### src/rtl/ca_row_writer.sv
// Snapshots a finished CA generation and streams it as W-bit words into one framebuffer row.
// Build option: define CA_ROW_WRITER_SCROLL_EN for a wrapping (scrolling) display instead of a single frame.
module ca_row_writer #(
  parameter int N      = 640,
  parameter int W      = 16,
  parameter int ROWS   = 480,
  parameter int ADDR_W = 15
) (
  input  logic                    clk,
  input  logic                    reset_n,
  input  logic                    load,
  input  logic [N-1:0]            cells,
  output logic                    ack,
  output logic                    fb_we,
  output logic [ADDR_W-1:0]       fb_addr,
  output logic [W-1:0]            fb_wdata,
  input  logic                    fb_ready,
  output logic [$clog2(ROWS)-1:0] row,
  output logic                    frame_full,
  output logic [$clog2(ROWS)-1:0] scroll_row,
  output logic [1:0]              state
);

  // Handshakes:
  //   load/ack : load is sampled only in IDLE and held by the controller until ack
  //              (a one-cycle pulse) is seen; load during WRITE/ACK is ignored.
  //   fb_we/fb_ready : a word moves on a posedge with fb_we=1 and fb_ready=1; while
  //              fb_ready=0 the address and data hold and the word index does not advance.

  localparam int WORDS = N / W;
  localparam int K_W   = (WORDS > 1) ? $clog2(WORDS) : 1;
  localparam int ROW_W = $clog2(ROWS);

  typedef enum logic [1:0] {
    S_IDLE  = 2'd0,
    S_WRITE = 2'd1,
    S_ACK   = 2'd2
  } state_t;

  state_t             st;
  state_t             st_nxt;
  logic [N-1:0]       shadow;
  logic [K_W-1:0]     k;
  logic [ADDR_W-1:0]  base;
  logic               skip_write;
  logic               last_xfer;

  assign last_xfer = fb_we && fb_ready && (k == K_W'(WORDS - 1));

  // State register
  always_ff @(posedge clk) begin
    if (!reset_n) begin
      st <= S_IDLE;
    end else begin
      st <= st_nxt;
    end
  end

  // Next-state logic
  always_comb begin
    st_nxt = st;
    case (st)
      S_IDLE: begin
        if (load) begin
          st_nxt = skip_write ? S_ACK : S_WRITE;
        end
      end
      S_WRITE: begin
        if (last_xfer) begin
          st_nxt = S_ACK;
        end
      end
      S_ACK:   st_nxt = S_IDLE;
      default: st_nxt = S_IDLE;
    endcase
  end

  // Outputs decoded from state
  always_comb begin
    ack   = 1'b0;
    state = st;
    if (st == S_ACK) begin
      ack = 1'b1;
    end
  end

  // Write datapath: the shadow shifts down one word per transfer, so word k is always
  // in the low W bits and no wide mux is needed.
  always_ff @(posedge clk) begin
    if (!reset_n) begin
      shadow   <= '0;
      k        <= '0;
      fb_we    <= 1'b0;
      fb_addr  <= '0;
      fb_wdata <= '0;
    end else begin
      case (st)
        S_IDLE: begin
          if (load && !skip_write) begin
            shadow <= cells;
            k      <= '0;
          end
        end
        S_WRITE: begin
          if (!fb_we) begin
            // First WRITE cycle primes the output registers with word 0.
            fb_we    <= 1'b1;
            fb_addr  <= base + ADDR_W'(k);
            fb_wdata <= shadow[W-1:0];
            shadow   <= shadow >> W;
          end else if (fb_ready) begin
            if (k == K_W'(WORDS - 1)) begin
              fb_we <= 1'b0;
            end else begin
              k        <= k + K_W'(1);
              fb_addr  <= fb_addr + ADDR_W'(1);
              fb_wdata <= shadow[W-1:0];
              shadow   <= shadow >> W;
            end
          end
        end
        default: begin
          fb_we <= 1'b0;
        end
      endcase
    end
  end

`ifdef CA_ROW_WRITER_SCROLL_EN
  logic wrapped;

  assign skip_write = 1'b0;
  assign frame_full = 1'b0;

  // Row pointer wraps and overwrites the oldest row; scroll_row follows once wrapped.
  always_ff @(posedge clk) begin
    if (!reset_n) begin
      row        <= '0;
      base       <= '0;
      wrapped    <= 1'b0;
      scroll_row <= '0;
    end else if (st == S_ACK) begin
      if (row == ROW_W'(ROWS - 1)) begin
        row        <= '0;
        base       <= '0;
        wrapped    <= 1'b1;
        scroll_row <= '0;
      end else begin
        row  <= row + ROW_W'(1);
        base <= base + ADDR_W'(WORDS);
        if (wrapped) begin
          scroll_row <= row + ROW_W'(1);
        end
      end
    end
  end
`else
  assign skip_write = frame_full;
  assign scroll_row = '0;

  // Single frame: after the last row the pointer parks and later loads are acked without writes.
  always_ff @(posedge clk) begin
    if (!reset_n) begin
      row        <= '0;
      base       <= '0;
      frame_full <= 1'b0;
    end else if ((st == S_ACK) && !frame_full) begin
      if (row == ROW_W'(ROWS - 1)) begin
        frame_full <= 1'b1;
      end else begin
        row  <= row + ROW_W'(1);
        base <= base + ADDR_W'(WORDS);
      end
    end
  end
`endif

endmodule

### config.mk
export PLATFORM = sky130hd
export DESIGN_NAME = ca_row_writer
export DESIGN_NICKNAME = d
export VERILOG_FILES = /design/src/rtl/ca_row_writer.sv
export SDC_FILE = /design/constraint.sdc
export NUM_CORES = 2
export LEC_CHECK = 0
export CAP_MARGIN = 20
export CORE_AREA = 5 5 265 267
export DETAILED_ROUTE_END_ITERATION = 10
export DIE_AREA = 0 0 270 272
export PLACE_DENSITY = 0.73
export SLEW_MARGIN = 0
export SYNTH_ARGS = -nofsm -noshare
export SYNTH_HDL_FRONTEND = slang
export SYNTH_SLANG_ARGS = --single-unit
### constraint.sdc
create_clock -name clk -period 3 [get_ports clk]
set_input_delay 0.45 -clock clk [delete_from_list [all_inputs] [get_ports clk]]
set_output_delay 0.45 -clock clk [all_outputs]
set_load 0.02 [all_outputs]
==> metrics.txt <==
Clock Power Share=36.0%; sw power=7.70 mW; reported leakage power=15.4 nW; TritonCTS clock tree=done; post-detail-place hpwl=79500 µm; CTS Sinks=702; number of cells produced by synthesis=3913; worst-case headroom to the max-slew limit=45.1%; part of the cycle the worst path needs=87.0%; CTS Hold Bufs=0; arrival time at the worst endpoint=2.16 ns; port buffer count=688; Avg Synthesized Cell Area=7.73 µm²; Fin Setup TNS=0 ns; Final nets=5071; gp weighted congestion=0.892; average detailed-routed wire length per instance=20.2 µm; placement row count=96; final-layout worst hold slack=0.408 ns; kind of critical path=flop to output pin; sequential share of the synthesized area=46.5%; post-CTS setup buffer count=0; Detailed Routing Iterations Pass 1=7; setup violators final=0; die height=272 µm; latest clock arrival within the worst-skew pair=0.61 ns; startpoint type of the worst setup path=flop; residual DRC count=0; Switching Share=29.3%; final critical path time including I/O delays and setup=2.61 ns; Post-Layout Cell Count=5383; setup repair after global routing missed its margin=false; power density cells=646 nW/µm²; worst clock skew=0.0259 ns; commonest non-fill, non-tap cell in the layout=sky130_fd_sc_hd__nand2_1; drt initial violations=3309; initial standard-cell utilization of the core=44.6%; maximum buffer depth of the clock tree=3; distinct cell type count after synthesis=57; initial antenna violation count=33; maximum frequency from static timing analysis=383 MHz; most used flip-flop cell after synthesis=sky130_fd_sc_hd__dfxtp_1; number of flops mapped to enable cells by yosys=0; status=complete, no violations; average via count per standard cell=5.62; via total after detailed routing=30.2k; critical-path maximum fanout=8; number of register bits inferred by synthesis=702; endpoint class of the critical path=output pin; boundary pin count=698; Routed WL=109000 µm; top cell type's share of synthesized area=46.5%; maximum level of the CTS H-tree=3; cell types occupying the most area after synthesis=sky130_fd_sc_hd__dfxtp_1 (46%), sky130_fd_sc_hd__a311oi_1 (18%), sky130_fd_sc_hd__nand2_1 (16%); internal portion of total power=18.6 mW; total congestion overflow=0; number of buffers created by CTS=75; logic gate share of total power=20.9%; cell depth of the worst flop-to-flop path=5; number of cells after detailed placement=5224; Clk pin slew, worst setup/hold paths=0.06 ns; final-report max-slew violation count=0; IR Drop Worst-Case VDD=0.427 mV; hold violation count in the final report=0; actual transition at the worst max-transition pin=0.823 ns; number of gates resized after CTS=0; max-cap violation count=0; fraction of final layout cells with drive strength greater than 1=5.36%; wire length of the first global-routing pass=163000 µm; post-route ant nets=0; dominant cell type by area after synthesis=sky130_fd_sc_hd__dfxtp_1; most frequent cells in the layout=sky130_fd_sc_hd__nand2_1 (1297), sky130_fd_sc_hd__dfxtp_1 (702), sky130_fd_sc_hd__clkdlybuf4s50_1 (688), sky130_fd_sc_hd__nor2_1 (685), sky130_fd_sc_hd__a311oi_1 (627); async set-reset flop share out of synthesis=0%; classification of the worst-slack hold path=input port to flop; relative area change from synthesis to final layout=34.5%; Worst Hold Path Cells=3; Die Area=73400 µm²; Post-Synthesis Cell Area=30200 µm²; width of the die=270 µm; sequential cell fraction of total power=43.1%; CTS Root Cell=sky130_fd_sc_hd__clkbuf_16; pin count of the biggest net entering global routing=125; Synthesis Warnings=0; number of global-route vias before repair=27.9k; overall fraction of global-route tracks in use=27.6%; Std-Cell Core Area=67900 µm²; filler cell count=6021; endpoint required time on the critical path=2.55 ns
cells by family after synthesis:
family | Yosys count | synth area share, %
DFF | 702 | 46.5
AOI/OAI and AO/OA | 726 | 20.3
muxes | 6 | 0.203
adders and majority gates | 8 | 0.356
other | 1 | 0.0124
and+or+nand+nor | 2053 | 26.1
xor gates and xnor gates | 31 | 0.898
buffers and inverters | 386 | 5.66
final timing paths:
kind                            slack, ns      endpoint         start
worst min register to register       0.46  fb_wdata[12]  fb_wdata[12]
worst max-delay path                 0.39           ack      state[1]
worst max register to register       0.45   shadow[628]          k[5]
worst min-delay path                 0.41   shadow[376]    cells[376]
per-layer routing:
| layer | wire length, µm | vias up | track usage (%) |
|---|---|---|---|
| met1 | 44700 | 14100 | 35.4 |
| met4 | 3650 | 32 | 10.3 |
| met2 | 51700 | 1171 | 45.7 |
| met3 | 8450 | 231 | 6.46 |
| met5 | 202 | - | 0 |
| li1 | - | 14700 | - |
sequential cells by signal (all words and copies together) (netlist names):
name and cells:
fb_wdata 16, base 12, shadow 640, frame_full 1
fb_addr 15, state 2, fb_we 1, row 9
k 6
synth_stat cells, drive strengths merged (13+ instances only):
library cell and n:
buf 138, a21oi 32, a311oi 628, nand3 15
nand2 1297, nand4 15, xor2 19, o21ai 13
dfxtp 702, clkbuf 244, a22oi 20, nor2 685
cell type report:
class | instances | area [µm²] | share of cell area [%]
Tap cell | 882 | 1100 | 2.71
Antenna cell | 22 | 55.1 | 0.135
Inverter | 4 | 22.5 | 0.0554
Timing Repair Buffer | 803 | 8400 | 20.7
Clock buffer | 113 | 2210 | 5.44
Clock inverter | 24 | 295 | 0.726
Multi-Input combinational cell | 2833 | 14500 | 35.7
Sequential cell | 702 | 14100 | 34.5
power by group through the flow:
| stage | sequential [mW] | combinational, mW | clock [mW] |
|---|---|---|---|
| 6_report | 11.3 | 5.49 | 9.45 |
| 5_1_grt | 11.5 | 6.06 | 9.96 |
| 4_1_cts | 11.3 | 5.48 | 9.57 |
| 3_5_place_dp | 11.5 | 5.43 | 0 |
| 3_3_place_gp | 11.5 | 5.33 | 0 |
| 2_1_floorplan | 11.3 | 3.40 | 0 |
worst max-delay path: stages, from the launching register on:
cell	delay (ns)
sky130_fd_sc_hd__dfxtp_1	0.54
sky130_fd_sc_hd__buf_4	0.22
sky130_fd_sc_hd__nor2b_1	0.17
sky130_fd_sc_hd__clkdlybuf4s50_1	0.63
through the flow:
step / power [mW] / util (%) / setup WS [ns] / cell area (µm²)
after floorplan: 14.7 / - / 0.699 / 30300
after global placement: 16.8 / 56.2 / 0.202 / 38100
after detailed placement: 16.9 / 56.2 / 0.0873 / 38100
after CTS: 26.4 / 59.9 / 0.336 / 40600
after global routing: 27.5 / 59.9 / 0.262 / 40700
final: 26.3 / 59.9 / 0.389 / 40700
Note: power is estimated with default switching activity, not from simulation.
